`src/rtl/mem8x8_pkg.sv`:
```
// Shared constants and state encoding for the 8x8 memory sequencer.
package mem8x8_pkg;

  localparam int unsigned MEM_ADDR_W = 3;
  localparam int unsigned MEM_DATA_W = 8;

  localparam logic RW_WRITE = 1'b1;
  localparam logic RW_READ  = 1'b0;

  typedef enum logic [1:0] {
    IDLE,
    SETUP,
    STROBE,
    RESP
  } state_t;

endpackage

```
`src/rtl/mem8x8_ctrl_if.sv`:
```
// Request/response channel between a bus master and the 8x8 memory sequencer.
interface mem8x8_ctrl_if
  import mem8x8_pkg::*;
#(
  parameter int unsigned ADDR_W = MEM_ADDR_W,
  parameter int unsigned DATA_W = MEM_DATA_W
);

  logic              req_valid;
  logic              req_ready;
  logic              req_write;
  logic [ADDR_W-1:0] req_addr;
  logic [DATA_W-1:0] req_wdata;
  logic              rsp_valid;
  logic              rsp_ready;
  logic              rsp_write;
  logic [DATA_W-1:0] rsp_rdata;

  modport master (
    output req_valid, req_write, req_addr, req_wdata, rsp_ready,
    input  req_ready, rsp_valid, rsp_write, rsp_rdata
  );

  modport slave (
    input  req_valid, req_write, req_addr, req_wdata, rsp_ready,
    output req_ready, rsp_valid, rsp_write, rsp_rdata
  );

endinterface

```
`src/rtl/mem8x8_phase_cnt.sv`:
```
// 4-bit loadable down-counter timing the SETUP and STROBE phases; parks at zero.
module mem8x8_phase_cnt (
  input  logic       clk,
  input  logic       rst_n,
  input  logic       i_load,
  input  logic [3:0] i_load_val,
  output logic [3:0] o_value,
  output logic       o_zero
);

  logic [3:0] r_cnt;

  always_ff @(posedge clk or negedge rst_n) begin
    if (!rst_n) begin
      r_cnt <= '0;
    end else if (i_load) begin
      r_cnt <= i_load_val;
    end else if (r_cnt != '0) begin
      r_cnt <= r_cnt - 4'd1;
    end
  end

  assign o_value = r_cnt;
  assign o_zero  = (r_cnt == '0);

endmodule

```
`src/rtl/mem8x8_ctrl.sv`:
```
// Initiator-side sequencer for the 8x8 memory: setup phase, multi-cycle strobe,
// then a held response. All outputs are registers so reset drops select at once.
module mem8x8_ctrl
  import mem8x8_pkg::*;
#(
  parameter int unsigned ADDR_W     = MEM_ADDR_W,
  parameter int unsigned DATA_W     = MEM_DATA_W,
  parameter int unsigned SETUP_CYC  = 1,
  parameter int unsigned STROBE_CYC = 2
) (
  input  logic              clk,
  input  logic              rst_n,
  mem8x8_ctrl_if.slave      bus,
  output logic [ADDR_W-1:0] mem_address,
  output logic [DATA_W-1:0] mem_data_in,
  output logic              mem_select,
  output logic              mem_rw,
  input  logic [DATA_W-1:0] mem_data_out
);

  localparam logic [3:0] SETUP_LD  = 4'(SETUP_CYC - 1);
  localparam logic [3:0] STROBE_LD = 4'(STROBE_CYC - 1);

  state_t            r_state;
  logic              r_req_ready;
  logic              r_rsp_valid;
  logic              r_rsp_write;
  logic [DATA_W-1:0] r_rsp_rdata;
  logic [ADDR_W-1:0] r_addr;
  logic [DATA_W-1:0] r_wdata;
  logic              r_rw;
  logic              r_sel;

  logic              w_cnt_load;
  logic [3:0]        w_cnt_load_val;
  logic [3:0]        w_cnt_value;
  logic              w_cnt_zero;

  always_comb begin
    w_cnt_load     = 1'b0;
    w_cnt_load_val = STROBE_LD;
    if (r_state == IDLE) begin
      w_cnt_load     = bus.req_valid && r_req_ready;
      w_cnt_load_val = SETUP_LD;
    end else if (r_state == SETUP) begin
      w_cnt_load     = w_cnt_zero;
    end
  end

  mem8x8_phase_cnt u_phase_cnt (
    .clk        (clk),
    .rst_n      (rst_n),
    .i_load     (w_cnt_load),
    .i_load_val (w_cnt_load_val),
    .o_value    (w_cnt_value),
    .o_zero     (w_cnt_zero)
  );

  always_ff @(posedge clk or negedge rst_n) begin
    if (!rst_n) begin
      r_state     <= IDLE;
      r_req_ready <= 1'b1;
      r_rsp_valid <= 1'b0;
      r_rsp_write <= 1'b0;
      r_rsp_rdata <= '0;
      r_addr      <= '0;
      r_wdata     <= '0;
      r_rw        <= RW_READ;
      r_sel       <= 1'b0;
    end else begin
      case (r_state)
        IDLE: begin
          if (bus.req_valid && r_req_ready) begin
            r_addr      <= bus.req_addr;
            r_wdata     <= bus.req_wdata;
            r_rw        <= bus.req_write;
            r_rsp_write <= bus.req_write;
            r_req_ready <= 1'b0;
            r_state     <= SETUP;
          end
        end
        SETUP: begin
          if (w_cnt_zero) begin
            r_sel   <= 1'b1;
            r_state <= STROBE;
          end
        end
        STROBE: begin
          if (w_cnt_zero) begin
            r_sel       <= 1'b0;
            r_rsp_rdata <= (r_rw == RW_WRITE) ? '0 : mem_data_out;
            r_rsp_valid <= 1'b1;
            r_state     <= RESP;
          end
        end
        RESP: begin
          // rw falls with the handshake so the idle memory is left in read mode
          if (bus.rsp_ready) begin
            r_rsp_valid <= 1'b0;
            r_rw        <= RW_READ;
            r_req_ready <= 1'b1;
            r_state     <= IDLE;
          end
        end
        default: r_state <= IDLE;
      endcase
    end
  end

  assign bus.req_ready = r_req_ready;
  assign bus.rsp_valid = r_rsp_valid;
  assign bus.rsp_write = r_rsp_write;
  assign bus.rsp_rdata = r_rsp_rdata;

  assign mem_address = r_addr;
  assign mem_data_in = r_wdata;
  assign mem_select  = r_sel;
  assign mem_rw      = r_rw;

endmodule
```
`src/flat_wrapper.sv`:
```
// flat-port wrapper written by rule: the top's interface ports become plain ports
module mem8x8_ctrl_flat import mem8x8_pkg::*;
#(
  parameter int unsigned ADDR_W     = MEM_ADDR_W,
  parameter int unsigned DATA_W     = MEM_DATA_W,
  parameter int unsigned SETUP_CYC  = 1,
  parameter int unsigned STROBE_CYC = 2
)
  (clk, rst_n, mem_address, mem_data_in, mem_select, mem_rw, mem_data_out, bus_req_valid, bus_req_write, bus_req_addr, bus_req_wdata, bus_rsp_ready, bus_req_ready, bus_rsp_valid, bus_rsp_write, bus_rsp_rdata);
  mem8x8_ctrl_if #(.ADDR_W(ADDR_W), .DATA_W(DATA_W)) bus_i ();
  input  logic clk;
  input  logic rst_n;
  output logic [ADDR_W-1:0] mem_address;
  output logic [DATA_W-1:0] mem_data_in;
  output logic mem_select;
  output logic mem_rw;
  input  logic [DATA_W-1:0] mem_data_out;
  input wire logic [$bits(bus_i.req_valid)-1:0] bus_req_valid;
  input wire logic [$bits(bus_i.req_write)-1:0] bus_req_write;
  input wire logic [$bits(bus_i.req_addr)-1:0] bus_req_addr;
  input wire logic [$bits(bus_i.req_wdata)-1:0] bus_req_wdata;
  input wire logic [$bits(bus_i.rsp_ready)-1:0] bus_rsp_ready;
  output wire logic [$bits(bus_i.req_ready)-1:0] bus_req_ready;
  output wire logic [$bits(bus_i.rsp_valid)-1:0] bus_rsp_valid;
  output wire logic [$bits(bus_i.rsp_write)-1:0] bus_rsp_write;
  output wire logic [$bits(bus_i.rsp_rdata)-1:0] bus_rsp_rdata;
  assign bus_i.req_valid = bus_req_valid;
  assign bus_i.req_write = bus_req_write;
  assign bus_i.req_addr = bus_req_addr;
  assign bus_i.req_wdata = bus_req_wdata;
  assign bus_i.rsp_ready = bus_rsp_ready;
  assign bus_req_ready = bus_i.req_ready;
  assign bus_rsp_valid = bus_i.rsp_valid;
  assign bus_rsp_write = bus_i.rsp_write;
  assign bus_rsp_rdata = bus_i.rsp_rdata;
  mem8x8_ctrl #(.ADDR_W(ADDR_W), .DATA_W(DATA_W), .SETUP_CYC(SETUP_CYC), .STROBE_CYC(STROBE_CYC)) u_core (.clk(clk), .rst_n(rst_n), .bus(bus_i), .mem_address(mem_address), .mem_data_in(mem_data_in), .mem_select(mem_select), .mem_rw(mem_rw), .mem_data_out(mem_data_out));
endmodule
```
`config.mk`:
```
export PLATFORM = sky130hd
export DESIGN_NAME = mem8x8_ctrl_flat
export DESIGN_NICKNAME = d
export VERILOG_FILES = /design/src/rtl/mem8x8_pkg.sv /design/src/rtl/mem8x8_ctrl_if.sv /design/src/rtl/mem8x8_phase_cnt.sv /design/src/rtl/mem8x8_ctrl.sv /design/src/flat_wrapper.sv
export SDC_FILE = /design/constraint.sdc
export NUM_CORES = 1
export LEC_CHECK = 0
export BUFFER_PORTS_ARGS = -buffer_cell sky130_fd_sc_hd__buf_2
export CELL_PAD_IN_SITES_DETAIL_PLACEMENT = 1
export CELL_PAD_IN_SITES_GLOBAL_PLACEMENT = 2
export CORE_MARGIN = 3
export CORE_UTILIZATION = 31
export DETAILED_ROUTE_END_ITERATION = 8
export PLACE_DENSITY = 0.77
export SETUP_SLACK_MARGIN = 0.1
export SKIP_CTS_REPAIR_TIMING = 1
export SLEW_MARGIN = 10
export SYNTH_ARGS = -nofsm -noshare
export SYNTH_HDL_FRONTEND = slang
export SYNTH_HIERARCHICAL = 1
export SYNTH_SLANG_ARGS = --single-unit
```
`constraint.sdc`:
```
create_clock -name clk -period 2.6 [get_ports clk]
set_input_delay 0.13 -clock clk [delete_from_list [all_inputs] [get_ports clk]]
set_output_delay 0.13 -clock clk [all_outputs]
set_load 0.005 [all_outputs]
```
== Word-level counts from Yosys, hierarchy flattened ==
Cells that the tools add are included.

* Bits in registers: 30
* Logic and storage cells: 53
* Input bits: 24

* Reductions and logical operators: 14
* Muxes and demuxes: 21
* Equality and inequality tests: 7
* $add $sub $neg: 1

{| class="wikitable"
|+ Operators with widths
! operator !! number
|-
| $mux 1 || 9
|-
| $reduce_and 3->1 || 3
|-
| $mux 2 || 4
|-
| $mux 4 || 2
|-
| $mux 8 || 1
|-
| $pmux 1 s2 || 4
|-
| $pmux 2 s4 || 1
|-
| $reduce_bool 2->1 || 4
|-
| $eq 2x2->1 const B || 2
|-
| $logic_not 4->1 || 1
|-
| $ne 2x1->1 const B || 2
|-
| $ne 2x2->1 const B || 2
|-
| $reduce_and 2->1 || 2
|-
| $reduce_and 4->1 || 1
|-
| $reduce_bool 4->1 || 1
|-
| $sub 4x1->4 const B || 1
|-
| $eq 2x1->1 const B || 1
|-
| $logic_not 2->1 || 1
|-
| $logic_and 1x1->1 || 1
|}

== Logic depth before layout (Yosys ltp) ==
* Word-level depth: 4
* Gate-level depth with buffers: 8
* Mapped depth without buffers: 7

== Modules after synthesis ==
The synthesis kept the hierarchy.

{| class="wikitable"
|+ By module, submodules not included
! module !! cells each !! sequential area each (µm²) !! instances !! area an instance (µm²)
|-
| mem8x8_ctrl || 102 || 651.9 || 1 || 1,219.9
|-
| mem8x8_phase_cnt || 22 || 100.1 || 1 || 234.0
|}

== Worst setup path before layout ==
OpenSTA, ideal clock, no wires.

* Path type: register to register
* From: reg u_core.u_phase_cnt.r_cnt[0] (netlist: u_core/u_phase_cnt/o_value[0])
* To: reg u_core.u_phase_cnt.r_cnt[3] (netlist: u_core/u_phase_cnt/o_value[3])
* Required time: 2.474 ns
* Cell stages (with the launch flop): 9
* Buffers on the path: 1
* Setup slack: 0.705 ns
* Arrival time: 1.769 ns
* Path through: dfrtp_1 > inv_1 > ha_1 > nor3b_4 > nand2_1 > o21ai_0 > clkbuf_1 > nor3_1 > a221o_1

* Cells in the longest elaborated chain, start to end: 4
* Elaborated cells between the ends (all ways): 8
* Those cells by class: add/sub: 1; mux: 4; reduce/logical: 3

{| class="wikitable"
|+ RTL lines
! what !! RTL line !! text
|-
| from (decl) || mem8x8_phase_cnt.sv:11 || <nowiki>logic [3:0] r_cnt;</nowiki>
|-
| from (signal assigned) || mem8x8_phase_cnt.sv:17 || <nowiki>r_cnt <= i_load_val;</nowiki>
|-
| from (signal assigned) || mem8x8_phase_cnt.sv:19 || <nowiki>r_cnt <= r_cnt - 4'd1;</nowiki>
|-
| $logic_not 4->1 * || mem8x8_phase_cnt.sv:24 || <nowiki>assign o_zero = (r_cnt == '0);</nowiki>
|-
| via u_core.w_cnt_zero || mem8x8_ctrl.sv:37 || <nowiki>logic w_cnt_zero;</nowiki>
|-
| $mux 1 * || mem8x8_ctrl.sv:45 || <nowiki>end else if (r_state == SETUP) begin</nowiki>
|-
| $mux 1 * || mem8x8_ctrl.sv:42 || <nowiki>if (r_state == IDLE) begin</nowiki>
|-
| via u_core.w_cnt_load || mem8x8_ctrl.sv:34 || <nowiki>logic w_cnt_load;</nowiki>
|-
| $mux 4 / $reduce_bool 2->1 (equally long branches) || -- ||
|}

The timed path passes the listed nets; every way through them passes the cells marked *. The select of a mux whose other input is x is not followed.
A chain may end at the register's enable or synchronous reset.

== Worst setup path in the final report ==
* From: reg u_core.u_phase_cnt.r_cnt[0] (netlist: u_core/u_phase_cnt/o_value[0])
* To: reg u_core.r_state[1]

* Cells in the longest elaborated chain, start to end: 3
* Elaborated cells between the ends (all ways): 4
* Those cells by class: eq/ne: 2; reduce/logical: 2

{| class="wikitable"
|+ RTL lines
! what !! RTL line !! text
|-
| $logic_not 4->1 * || mem8x8_phase_cnt.sv:24 ||
|-
| via u_core.w_cnt_zero || mem8x8_ctrl.sv:37 ||
|-
| $ne 2x1->1 (no line) || -- ||
|-
| $reduce_and 4->1 (no line) * || -- ||
|-
| to (signal assigned) || mem8x8_ctrl.sv:61 || <nowiki>r_state <= IDLE;</nowiki>
|-
| to (signal assigned) || mem8x8_ctrl.sv:79 || <nowiki>r_state <= SETUP;</nowiki>
|-
| to (signal assigned) || mem8x8_ctrl.sv:85 || <nowiki>r_state <= STROBE;</nowiki>
|-
| to (decl) || mem8x8_ctrl.sv:24 || <nowiki>state_t r_state;</nowiki>
|}

The timed path passes the listed nets; every way through them passes the cells marked *.

==> results.cfg <==
[power_and_ir_drop]
worst_ir_drop_vdd_mv = 0.3683
p_sw_w = 0.0007694
clkPwrFrac = 0.172
internal_power_w = 0.001461
powerDensity_mw_per_mm2 = 1202
combPwrFrac = 0.442
swShare = 0.3450
total_power_w = 0.002230
power_frac_seq = 0.386
p_leak_nw = 0.9566

[cts]
htreeDepth = 2
path_clk_slew_ns = 0.06
clkSinkCount = 30
clkLatencyLatePin_ns = 0.28
cts_max_path_buffers = 2
numCtsBuffers = 5
root_buffer = clkbuf_8
cts_tree = built

[min_path]
hold_class = input port to flip-flop
whs_path_depth = 2

[critical_path]
crit_path_start_kind = flip-flop
cpPeakStageDelay_ns = 0.37
criticalPathCategory = flip-flop to flip-flop
slowest_stage = dfrtp_1
arrival_ns = 2.14
r2r_cells = 6
required_ns = 2.76
end_kind = flip-flop
crit_chain = inv_1 -> ha_1 -> nor3b_4 -> o21ba_2 -> a211oi_2 -> mux2_1
r2r_slack_ns = 0.62
path_max_fanout = 7

[floorplan]
die_h_um = 74.49
initial_utilization = 0.3271
die_area_sq_mm = 0.005548
core_sq_mm = 0.004444
num_rows = 24
ios = 48
fp.dieW_um = 74.49

[place]
place_congestion = 0.7165
place_area_sq_mm = 0.001754
hpwl_um = 2477
pre_cts_ws_ns = 0.6198
io_buffer_count = 47

[job]
drv_cap = 0

[logic_synthesis]
avgSynthCellArea_sq_um = 11.72
synth_cell_type_count = 29
synth_edf_count = 0
yosys_warnings = 6
synth_area_sq_mm = 0.001454
synth.top_cells.by_area = dfrtp_1 (50%), mux2_4 (9.3%), ha_1 (6.0%), o21ai_0 (5.5%), nand2_1 (3.9%)
ys_seq_elements = 30
synth_flop_cell = dfrtp_1
synth.most_common_cell = dfrtp_1
synthCells = 124
synth_top_area_frac = 0.4991
async_reset_ff_frac = 1.000
synth_common_cells = dfrtp_1 (29), o21ai_0 (16), nand2_1 (15), mux2_4 (9), nand2b_1 (8)
yosys.area.top_type = dfrtp_1
seq_area_frac_synth = 0.5172

[detailed_routing]
initialDrtViolationCount = 76
totalWireLength_um = 3253
antenna_left = 0
vias = 1081
vias_per_cell = 4.659
first_pass_iters = 4
wl_per_cell_um = 14.02
route.detailed.drc = 0

[global_routing]
grt_pass1_vias = 1071
grt_max_degree = 31
grt_pass1_wl_um = 5043
grt_usage = 0.1228
grt_antenna_before_repair = 0
grt.overflow.total = 0

[timing]
max-slew-margin-rel = 0.5538
setup_ws_ns = 0.6242
slew_violations = 0
max_freq_mhz = 506.1
hold_violations = 0
skew_ns = 0.005092
finalSetupTns_ns = 0
period_needed_ns = 1.976
worst_pin_slew_ns = 0.6693
fin_crit_sh = 0.7599
finalSetupViolCount = 0
rsz0062_at_grt = no

[cells_and_area]
diodes = 0
final_layout_size_suffix_gt1_frac = 0.4167
final_area_sq_mm = 0.001856
n_fill_cell = 524
multi_input_area_sq_um = 660.6
seq_area_sq_um = 752.0
synthToLayoutAreaGrowth_pct = 27.62
nets = 210

[run_status]
status = finished, final reports clean
[path summary, 6_finish.rpt]
path / to / start
max: u_core/r_state[1] / u_core/u_phase_cnt/o_value[0]
min: u_core/mem_data_in[7] / bus_req_wdata[7]
max reg2reg: u_core/r_state[1] / u_core/u_phase_cnt/o_value[0]
min reg2reg: u_core/bus.rsp_rdata[2] / u_core/bus.rsp_rdata[2]
max in group asynchronous: u_core/mem_address[0] / rst_n
min in group asynchronous: u_core/bus.rsp_rdata[1] / rst_n
[routing by layer]
layer	routed length, um	global-route usage	part of all wire	up-vias
li1	-	-	-	527
met2	1469	0.1902	0.45	40
met5	0	0	0	-
met1	1472	0.1565	0.45	510
met3	268	0.04459	0.082	4
met4	42	0.04743	0.013	0
[sequential cells by signal, indices dropped and copies added, names as in the netlist]
name	count
u_core/bus.rsp_rdata	8
u_core/mem_data_in	8
u_core/u_phase_cnt/o_value	4
u_core/mem_address	3
u_core/r_state	2
u_core/bus.req_ready	1
u_core/bus.rsp_valid	1
u_core/bus.rsp_write	1
u_core/mem_rw	1
u_core/mem_select	1
[power groups by stage]
stage / clock network (W) / logic (W) / registers [W]
after global routing: 0.000425 / 0.00110 / 0.000896
after floorplan: 0 / 0.000635 / 0.000865
after detailed placement: 0 / 0.000998 / 0.000873
after global placement: 0 / 0.000956 / 0.000856
after CTS: 0.000406 / 0.00100 / 0.000865
final: 0.000384 / 0.000985 / 0.000861
[stage by stage]
| step | cells | util | hold WS (ns) |
|---|---|---|---|
| 3_5_place_dp | 223 | 0.3947 | 0.2194 |
| 4_1_cts | 231 | 0.4153 | -0.09295 |
| 5_1_grt | 232 | 0.4175 | 0.07156 |
| 3_3_place_gp | 223 | 0.3947 | 0.2044 |
| 6_report | 232 | 0.4175 | 0.08112 |
| 2_1_floorplan | 126 | - | -0.1656 |
[critical path, delay by kind of cell, from the launching register on]
kind	cells	cell delay [ns]
simple gates	1	0.37
mux	1	0.36
compound gates	2	0.44
buf+inv	1	0.09
flops	1	0.37
fa+ha+maj	1	0.22
[layout make-up]
type,instances,area share
inverter,7,0.01416
tap,52,0.03506
clock buffer,7,0.04653
sequential,30,0.4053
timing repair buffer,50,0.1403
multi-input combinational,85,0.3560
clock inverter,1,0.002697
[cells by family after synthesis]
| group | synth area share |
|---|---|
| other cells | 0.002579 |
| buf+inv | 0.03357 |
| xor+xnor | 0.006025 |
| flops | 0.5172 |
| simple gates | 0.1274 |
| mux | 0.1592 |
| fa+ha+maj | 0.06024 |
| compound gates | 0.09380 |
[layout by cell type (no fill, tap or decap), types with 2 or more instances in the layout]
cell type,Yosys,layout
nor2_1,2,2
dfrtp_1,29,29
nor3_1,2,2
a21oi_1,2,2
nand2_1,15,15
nand2b_1,8,8
mux2_2,4,4
mux2_4,9,9
inv_1,7,7
ha_1,7,7
buf_2,0,47
clkbuf_8,0,6
mux2i_1,4,4
buf_4,0,2
conb_1,1,3
o21ai_0,16,16
(Power assumes the default switching activity.)
